## src/rtl/pwm_bank_pkg.sv

```systemverilog
// Shared types and helpers for the pwm_bank multi-channel PWM generator.
// The signed-duty helpers are used only when PWM_BANK_SIGNED_EN is defined.
package pwm_bank_pkg;

  // Prescaler and period counter; sized for the widest supported configuration.
  typedef struct packed {
    logic [31:0] pre;
    logic [15:0] cnt;
  } timebase_t;

  // Last counter value of a period: 2^width - 2, giving a 2^width - 1 tick period.
  function automatic logic [15:0] maxc(input int unsigned width);
    return 16'((32'd1 << width) - 32'd2);
  endfunction

  // Magnitude of a width-bit two's-complement value, saturated to 2^(width-1) - 1.
  function automatic logic [15:0] abs_sat(input logic [15:0] val, input int unsigned width);
    logic [31:0] mask;
    logic [31:0] half;
    logic [31:0] v;
    logic [31:0] mag;
    mask = (32'd1 << width) - 32'd1;
    half = 32'd1 << (width - 1);
    v    = 32'(val) & mask;
    if (v >= half) begin
      mag = (~v + 32'd1) & mask;
    end else begin
      mag = v;
    end
    if (mag >= half) begin
      mag = half - 32'd1;
    end
    return 16'(mag);
  endfunction

  // Magnitude to effective duty: doubled, with the top magnitude mapping to 100%.
  function automatic logic [15:0] mag_to_duty(input logic [15:0] mag, input int unsigned width);
    logic [31:0] full;
    logic [31:0] top;
    full = (32'd1 << width) - 32'd1;
    top  = (32'd1 << (width - 1)) - 32'd1;
    if (32'(mag) == top) begin
      return 16'(full);
    end
    return 16'({16'd0, mag} << 1);
  endfunction

endpackage

```

## src/rtl/pwm_bank_channel.sv

```systemverilog
// One PWM channel: shadow/active duty registers and the registered compare.
// With PWM_BANK_SIGNED_EN defined, duties are two's-complement and driven by magnitude.
module pwm_bank_channel
  import pwm_bank_pkg::*;
#(
  parameter int unsigned WIDTH = 10
) (
  input  logic             clk_i,
  input  logic             rst_ni,
  input  logic [WIDTH-1:0] duty_i,
  input  logic             load_i,
  input  logic             wrap_i,
  input  logic             pending_i,
  input  logic             enable_i,
  input  logic [WIDTH-1:0] cnt_i,
  output logic             pwm_o
);

  logic [WIDTH-1:0] shadow_q;
  logic [WIDTH-1:0] active_q;
  logic             pwm_q;
  logic [WIDTH-1:0] duty_eff;
  logic [WIDTH-1:0] shadow_eff;

`ifdef PWM_BANK_SIGNED_EN
  // Conversion sits in front of the active register so it costs no cycle.
  logic [15:0] duty_full;
  logic [15:0] shadow_full;

  always_comb begin
    duty_full   = mag_to_duty(abs_sat(16'(duty_i), WIDTH), WIDTH);
    shadow_full = mag_to_duty(abs_sat(16'(shadow_q), WIDTH), WIDTH);
    duty_eff    = WIDTH'(duty_full);
    shadow_eff  = WIDTH'(shadow_full);
  end
`else
  always_comb begin
    duty_eff   = duty_i;
    shadow_eff = shadow_q;
  end
`endif

  always_ff @(posedge clk_i or negedge rst_ni) begin
    if (!rst_ni) begin
      shadow_q <= '0;
      active_q <= '0;
      pwm_q    <= 1'b0;
    end else begin
      if (load_i && wrap_i) begin
        // Load coinciding with the boundary bypasses the shadow stage.
        shadow_q <= duty_i;
        active_q <= duty_eff;
      end else if (load_i) begin
        shadow_q <= duty_i;
      end else if (wrap_i && pending_i) begin
        active_q <= shadow_eff;
      end
      pwm_q <= enable_i && (active_q > cnt_i);
    end
  end

  assign pwm_o = pwm_q;

endmodule

```

## src/rtl/pwm_bank.sv

```systemverilog
// Multi-channel PWM bank: shared prescaler/period counter, per-channel double-buffered duty.
// Define PWM_BANK_SIGNED_EN to treat duties as two's-complement magnitudes.
module pwm_bank
  import pwm_bank_pkg::*;
#(
  parameter int unsigned NUM_CH   = 8,
  parameter int unsigned WIDTH    = 10,
  parameter int unsigned PRESCALE = 49
) (
  input  logic                    CLOCK_50,
  input  logic                    RESET_N,
  input  logic [NUM_CH*WIDTH-1:0] duty_in,
  input  logic                    load,
  input  logic [NUM_CH-1:0]       enable,
  output logic [NUM_CH-1:0]       pwm_out,
  output logic                    update_pending,
  output logic                    period_start
);

  localparam logic [15:0] MaxC = maxc(WIDTH);

  timebase_t tb_q;
  timebase_t tb_d;
  logic      tick;
  logic      wrap;
  logic      update_pending_q;
  logic      period_start_q;

  always_comb begin
    tick = (tb_q.pre == PRESCALE);
    wrap = tick && (tb_q.cnt == MaxC);
    tb_d = tb_q;
    if (tick) begin
      tb_d.pre = '0;
      tb_d.cnt = wrap ? 16'd0 : tb_q.cnt + 16'd1;
    end else begin
      tb_d.pre = tb_q.pre + 32'd1;
    end
  end

  always_ff @(posedge CLOCK_50 or negedge RESET_N) begin
    if (!RESET_N) begin
      tb_q             <= '0;
      update_pending_q <= 1'b0;
      period_start_q   <= 1'b0;
    end else begin
      tb_q           <= tb_d;
      period_start_q <= wrap;
      if (load && !wrap) begin
        update_pending_q <= 1'b1;
      end else if (wrap) begin
        update_pending_q <= 1'b0;
      end
    end
  end

  assign update_pending = update_pending_q;
  assign period_start   = period_start_q;

  for (genvar k = 0; k < NUM_CH; k++) begin : gen_ch
    pwm_bank_channel #(
      .WIDTH(WIDTH)
    ) u_ch (
      .clk_i    (CLOCK_50),
      .rst_ni   (RESET_N),
      .duty_i   (duty_in[k*WIDTH +: WIDTH]),
      .load_i   (load),
      .wrap_i   (wrap),
      .pending_i(update_pending_q),
      .enable_i (enable[k]),
      .cnt_i    (tb_q.cnt[WIDTH-1:0]),
      .pwm_o    (pwm_out[k])
    );
  end

endmodule
```

## config.mk

```make
export PLATFORM = sky130hd
export DESIGN_NAME = pwm_bank
export DESIGN_NICKNAME = d
export VERILOG_FILES = /design/src/rtl/pwm_bank_pkg.sv /design/src/rtl/pwm_bank_channel.sv /design/src/rtl/pwm_bank.sv
export SDC_FILE = /design/constraint.sdc
export NUM_CORES = 1
export LEC_CHECK = 0
export ABC_CLOCK_PERIOD_IN_PS = 4300
export CORE_ASPECT_RATIO = 0.5
export CORE_MARGIN = 2
export CORE_UTILIZATION = 35
export CTS_CLUSTER_SIZE = 14
export DETAILED_ROUTE_END_ITERATION = 8
export PLACE_DENSITY = 0.57
export REMOVE_ABC_BUFFERS = 1
export SLEW_MARGIN = 30
export SYNTH_ARGS = -nofsm -noshare
export SYNTH_HDL_FRONTEND = slang
export SYNTH_SLANG_ARGS = --single-unit
```

## constraint.sdc

```tcl
create_clock -name CLOCK_50 -period 4.3 [get_ports CLOCK_50]
set_input_delay 0.86 -clock CLOCK_50 [delete_from_list [all_inputs] [get_ports CLOCK_50]]
set_output_delay 0.86 -clock CLOCK_50 [all_outputs]
set_load 0.02 [all_outputs]
```

==> impl_results.md, run 1 <==
* Worst Hold Class: in -> async
* H-tree Lvls at 1
* WL final at 24,400 um
* Number of setup buffers added after CTS at 0
* Fillers at 2,800
* Via count at 6,909
* Drc violations at 0
* Crit Path Category: reg -> reg
* First-pass GRT wire length at 39,300 um
* Async S/R FF share, synth at 100%
* Setup WS pre-CTS at 1.27 ns
* Largest net degree at the start of global routing at 95
* DIE WIDTH at 251 um
* Cell Area, Synth at 10,700 um^2
* Die Y at 128 um
* Most used cell, CP: buf_4
* Peak per-stage delay on the critical path at 0.56 ns
* CP Data Arrival Time at 3.41 ns
* Pint at 3.56 mW
* Overall power at 4.57 mW
* Clock share of power at 42.9%
* Delay-heaviest family, CP: simple AND/OR/NAND/NOR gates
* Initial DRC Count at 374
* Worst setup EP type: flop
* Leakage power at 5.89 nW
* CTS sink cnt at 218
* Minimum clock period at 3.02 ns
* Vias in the first global route at 7,150
* Starting density of the core at 35.4%
* CTS max path bufs at 3
* Post-DP Area at 12,100 um^2
* R2r startpoint: tb_q[12]
* Power per Cell Area at 356 nW/um^2
* Grt ovf at 0
* Status: complete, no violations
* Post-route cell area at 12,800 um^2
* Yosys warns at 0
* Final setup fails at 0
* Synth Flop Type: dfrtp_1
* Sw Ratio at 22.0%
* Worst VDD drop at 0.303 mV
* Vias/cell at 5.11
* Max Cap Viol at 0
* Core Area at 30,200 um^2
* CP max stage cell: or4_4
* CP bufs+invs at 3
* Core Rows at 45
* Max-slew headroom at 47.4%
* Drt first pass iters at 4
* Final setup skew at 0.0143 ns
* Cell variety after synth at 48
* Worst-Skew Late Latency at 0.51 ns
* CTS tree: built
* Fin crit share at 70.3%
* CP cell instances: or4_4 > nor4_4 > nand3_2 > buf_4 > or2_4 > buf_12 > buf_4 > mux2_4
* R2R setup slack at 1.28 ns
* CP startpoint kind: flop
* Clk slew on worst S/H paths at 0.06 ns
* Hpwl dp at 17,100 um
* Post-Syn Instances at 842
* Max FO, Critical Path at 31
* Worst endpoint required time at 4.69 ns
* Hold_buf cts at 0
* Antenna cells at 0
* Crit Reg-Reg Endpoint: gen_ch[3].u_ch.active_q[2]
* I/O Pins at 101
* Net switching power at 1.01 mW
* Antenna viol nets, final at 0
* Combinational cell fraction of total power at 9.0%
* Initial antenna violation count at 0
* Register bit total from synthesis at 218
* Seq/Total Area, Yosys at 51.0%
* R2R cell count at 8
* WL/cell at 18.0 um
* Hold WS at 0.351 ns
* Final #Nets at 1,113
* Max Freq at 0.331 GHz
* PortBufs at 100
* Inserted Clock Buffers at 22
* Die area at 32,000 um^2
* Placer Congestion at 0.790
* Area grow syn2layout at 20.0%
* RSZ-0062 raised after global routing: false
* Synthesized area per cell at 12.7 um^2
* Root Driver: clkbuf_16
* Final Hold Viols at 0
* Fin Setup TNS at 0 ns
* Tot GR Track Use at 15.5%
* Worst slew pin tran at 0.782 ns
* Max-slew violation count at 0
* Layout cells sized above 1 at 21.2%
* Sequential power share at 48.1%
* Final worst slack at 1.28 ns
* EDFF count, synth at 0
* Post_cts resized at 0
## sequential cells by signal, indices dropped and copies added (netlist names)
| register | flops |
|---|---|
| gen_ch.u_ch.active_q | 80 |
| gen_ch.u_ch.pwm_o | 8 |
| update_pending | 1 |
| tb_q | 48 |
| gen_ch.u_ch.shadow_eff | 80 |
| period_start | 1 |
## synth_stat cells (2+ instances only)
| master | number | share of area, % |
|---|---|---|
| dfrtp_1 | 218 | 51 |
| mux2_2 | 108 | 11 |
| ha_1 | 84 | 9.8 |
| mux2_4 | 40 | 5.6 |
| nand2_1 | 31 | 1.1 |
| inv_1 | 30 | 1.1 |
| nor2_1 | 29 | 1.0 |
| nand4_1 | 28 | 1.6 |
| nand3_1 | 27 | 1.3 |
| xnor2_1 | 24 | 2.0 |
| clkbuf_1 | 22 | 0.77 |
| a21oi_1 | 21 | 0.98 |
| o21ai_0 | 21 | 0.98 |
| a21o_1 | 20 | 1.4 |
| a22oi_1 | 14 | 0.98 |
| a32oi_1 | 14 | 1.1 |
| nor4_1 | 13 | 0.76 |
| nor3_1 | 11 | 0.52 |
| xor2_1 | 10 | 0.82 |
| and3_1 | 9 | 0.53 |
| and4_1 | 8 | 0.66 |
| buf_4 | 8 | 0.56 |
| nor2b_1 | 8 | 0.47 |
| buf_6 | 5 | 0.53 |
| o211ai_1 | 5 | 0.35 |
| o31ai_1 | 4 | 0.28 |
| a211oi_1 | 2 | 0.14 |
| a31oi_1 | 2 | 0.12 |
| and2_1 | 2 | 0.12 |
| buf_2 | 2 | 0.094 |
| nor4b_1 | 2 | 0.16 |
| o21a_1 | 2 | 0.14 |
| o31a_1 | 2 | 0.16 |
| or3b_2 | 2 | 0.16 |
## worst max-delay path by stage
| stage | from | endpoint | slack [ns] | depth (start not counted) |
|---|---|---|---|---|
| final | tb_q[12] | gen_ch[3].u_ch.active_q[2] | 1.28 | 8 |
| after global routing | tb_q[12] | gen_ch[0].u_ch.active_q[0] | 1.17 | 8 |
| after CTS | tb_q[12] | gen_ch[0].u_ch.active_q[4] | 1.26 | 8 |
| after detailed placement | load | gen_ch[1].u_ch.active_q[5] | 1.27 | 5 |
| after global placement | load | gen_ch[0].u_ch.active_q[3] | 1.27 | 5 |
| after floorplan | load | gen_ch[4].u_ch.active_q[0] | 0.25 | 3 |
## power by group through the flow
stage	logic [mW]	clock network, mW	registers [mW]
after floorplan	0.200	0	2.23
after CTS	0.421	2.02	2.20
after global routing	0.457	2.10	2.21
final	0.411	1.96	2.20
after detailed placement	0.419	0	2.24
after global placement	0.411	0	2.23
## logic make-up after synthesis
logic type,after synthesis,share of synthesized area [%]
buffers and inverters,67,3.01
multiplexers,148,17.0
AO/OA/AOI/OAI,113,7.20
adder cells (fa/ha/maj),84,9.83
XOR/XNOR,34,2.79
flip-flops,218,51.0
AND/OR/NAND/NOR,178,9.12
## layout by cell type, fill, tap and decap left out, types with 4 or more instances in the layout
master	netlist	layout
o21ai_0	21	21
dfrtp_1	218	218
o31ai_1	4	4
clkbuf_8	0	8
inv_1	30	30
mux2_2	108	108
a22oi_1	14	14
nor4_1	13	13
clkdlybuf4s50_1	0	98
nand4_1	28	28
and4_1	8	8
nor2b_1	8	8
clkbuf_16	0	23
o211ai_1	5	5
buf_4	8	8
xnor2_1	24	24
xor2_1	10	10
a21o_1	20	20
nand3_1	27	27
a21oi_1	21	21
and3_1	9	9
clkinv_2	0	5
nor3_1	11	11
mux2_4	40	40
ha_1	84	84
nor2_1	29	29
nand2_1	31	31
a32oi_1	14	14
## stage by stage
| stage | cells | utilization, % |
|---|---|---|
| 2_1_floorplan | 805 | - |
| 3_3_place_gp | 1312 | 39.9 |
| 3_5_place_dp | 1313 | 40.0 |
| 4_1_cts | 1353 | 42.5 |
| 5_1_grt | 1353 | 42.5 |
| 6_report | 1353 | 42.5 |
## layout make-up
class                      count  area, um^2  share of cell area (%)
multi-input combinational    557        4910                    38.3
tap                          399         499                    3.89
timing repair buffer         109        1100                    8.54
clock buffer                  34         697                    5.43
inverter                      30         113                   0.878
sequential                   218        5460                    42.5
clock inverter                 6        55.1                   0.429
## worst reg2reg max path, delay by kind of cell (launching register included)
| kind | cells | cell delay [ns] |
|---|---|---|
| and+or+nand+nor | 4 | 1.45 |
| DFF | 1 | 0.41 |
| muxes | 1 | 0.32 |
| buffers and inverters | 3 | 0.73 |
## layer usage
| metal | up-vias | part of all wire [%] | track usage (%) |
|---|---|---|---|
| met3 | 31 | 3.6 | 2.83 |
| met2 | 108 | 46 | 24.7 |
| met4 | 0 | 2.2 | 3.71 |
| li1 | 3274 | - | - |
| met5 | - | 0 | 0 |
| met1 | 3496 | 48 | 22.0 |
No activity file was read; power rests on OpenSTA's default activity.
==> inputs of run 2 (changes only) <==
--- a/config.mk
+++ b/config.mk
@@ -5,13 +5,13 @@
 export SDC_FILE = /design/constraint.sdc
 export NUM_CORES = 1
 export LEC_CHECK = 0
-export ABC_CLOCK_PERIOD_IN_PS = 4300
+export ABC_CLOCK_PERIOD_IN_PS = 2560
 export CORE_ASPECT_RATIO = 0.5
 export CORE_MARGIN = 2
 export CORE_UTILIZATION = 35
 export CTS_CLUSTER_SIZE = 14
 export DETAILED_ROUTE_END_ITERATION = 8
-export PLACE_DENSITY = 0.57
+export PLACE_DENSITY = 0.59
 export REMOVE_ABC_BUFFERS = 1
 export SLEW_MARGIN = 30
 export SYNTH_ARGS = -nofsm -noshare
==> constraint.sdc (replaced) <==
create_clock -name CLOCK_50 -period 2.56 [get_ports CLOCK_50]
set_input_delay 0.512 -clock CLOCK_50 [delete_from_list [all_inputs] [get_ports CLOCK_50]]
set_output_delay 0.512 -clock CLOCK_50 [all_outputs]
set_load 0.02 [all_outputs]
==> impl_results.md, run 2 (synthesis results as in run 1) <==
* DIE WIDTH at 251 um
* Worst Hold Class: reg -> reg
* Worst slew pin tran at 0.653 ns
* Fillers at 2,805
* Die Y at 128 um
* Die area at 32,000 um^2
* Minimum clock period at 2.46 ns
* Drc violations at 0
* RSZ-0062 raised after global routing: false
* Vias in the first global route at 7,256
* Initial antenna violation count at 0
* Final setup skew at 0.0261 ns
* PortBufs at 100
* Core Area at 30,200 um^2
* Root Driver: clkbuf_16
* Final setup fails at 0
* Status: complete, no violations
* Final #Nets at 1,127
* Largest net degree at the start of global routing at 77
* Drt first pass iters at 5
* CP Data Arrival Time at 2.86 ns
* Final Hold Viols at 0
* Grt ovf at 0
* Met3 WL post-DR at 798 um
* Worst VDD drop at 0.374 mV
* Final worst slack at 0.105 ns
* Hold WS at 0.479 ns
* WL met1 at 11,400 um
* Area grow syn2layout at 21.4%
* Max Cap Viol at 0
* DR WL met2 at 11,900 um
* Via count at 6,987
* WL final at 24,500 um
* Worst endpoint required time at 2.97 ns
* I/O Pins at 101
* Max Freq at 0.407 GHz
* Post_cts resized at 0
* Clk slew on worst S/H paths at 0.07 ns
* Antenna viol nets, final at 0
* Max-slew headroom at 56.5%
* H-tree Lvls at 1
* CP startpoint kind: flop
* Most common cell after layout, fill and taps aside: dfrtp_1
* Placer Congestion at 0.820
* Max-slew violation count at 0
* Worst-Skew Late Latency at 0.53 ns
* CTS max path bufs at 3
* Core Rows at 45
* CTS sink cnt at 218
* Leakage power at 5.95 nW
* Setup WS pre-CTS at 0.169 ns
* CTS tree: built
* Most frequent cells in the layout: dfrtp_1, mux2_2, clkdlybuf4s50_1
* Starting density of the core at 35.4%
* Antenna cells at 0
* Initial DRC Count at 356
* Worst setup EP type: flop
* Layout cells sized above 1 at 22.1%
* Crit Path Category: reg -> reg
* Top Metal Used: met4
* Fin crit share at 95.9%
* Vias/cell at 5.11
* Max FO, Critical Path at 58
* WL/cell at 17.9 um
* First-pass GRT wire length at 39,500 um
* Tot GR Track Use at 15.5%
* Power per Cell Area at 594 nW/um^2
* Hpwl dp at 17,000 um
* Inserted Clock Buffers at 22
[run 2: stage by stage]
step / utilization (%) / instance area, um^2 / setup TNS (ns) / total power, mW / cells
6_report: 43.0 / 13000 / 0 / 7.70 / 1367
5_1_grt: 43.0 / 13000 / 0 / 8.05 / 1367
3_5_place_dp: 40.5 / 12200 / 0 / 4.48 / 1326
4_1_cts: 43.0 / 13000 / 0 / 7.81 / 1367
2_1_floorplan: - / 10500 / -78.38 / 4.08 / 805
3_3_place_gp: 40.5 / 12200 / 0 / 4.45 / 1326
[run 2: critical path: stages (launching register included)]
cell and delay [ns]:
dfrtp_1 0.42, or4_4 0.56, nor4_4 0.33, nand3_2 0.12
or2_4 0.26, buf_12 0.21, mux2_4 0.35
[run 2: metal layers]
layer | global-route usage, % | vias to the layer above
met4 | 3.26 | 0
met2 | 26.4 | 117
met3 | 2.79 | 31
met1 | 20.7 | 3536
li1 | - | 3303
met5 | 0 | -
[run 2: final timing paths]
path                       depth (start not counted)                            to  slack (ns)  startpoint
min reg2reg                                        1                      tb_q[47]        0.48    tb_q[47]
min                                                1                      tb_q[47]        0.48    tb_q[47]
min in group asynchronous                          2  gen_ch[2].u_ch.shadow_eff[7]        0.56     RESET_N
max                                                6    gen_ch[2].u_ch.active_q[5]        0.10    tb_q[12]
max in group asynchronous                          3                      tb_q[17]        1.26     RESET_N
max reg2reg                                        6    gen_ch[2].u_ch.active_q[5]        0.10    tb_q[12]
[run 2: report_power, final]
part / switching, mW / total, mW / internal (mW)
clock network: 1.39 / 3.30 / 1.91
registers: 0.0640 / 3.69 / 3.62
logic: 0.307 / 0.709 / 0.402
total: 1.76 / 7.70 / 5.94
[run 2: cell type report]
cell class              count  area (um^2)  area share (%)
repair buffers            123         1250            9.66
well taps                 399          499            3.85
multi-input cells         557         4910            37.9
flip-flops and latches    218         5460            42.0
clock buffers              30          621            4.78
clock inverters            10          120           0.926
inverters                  30          113           0.868
[run 2: timing repair]
action                                 in CTS  in global routing
hold buffers                                1                  0
setup buffers                               0                  0
endpoints found under the hold margin      47                  0
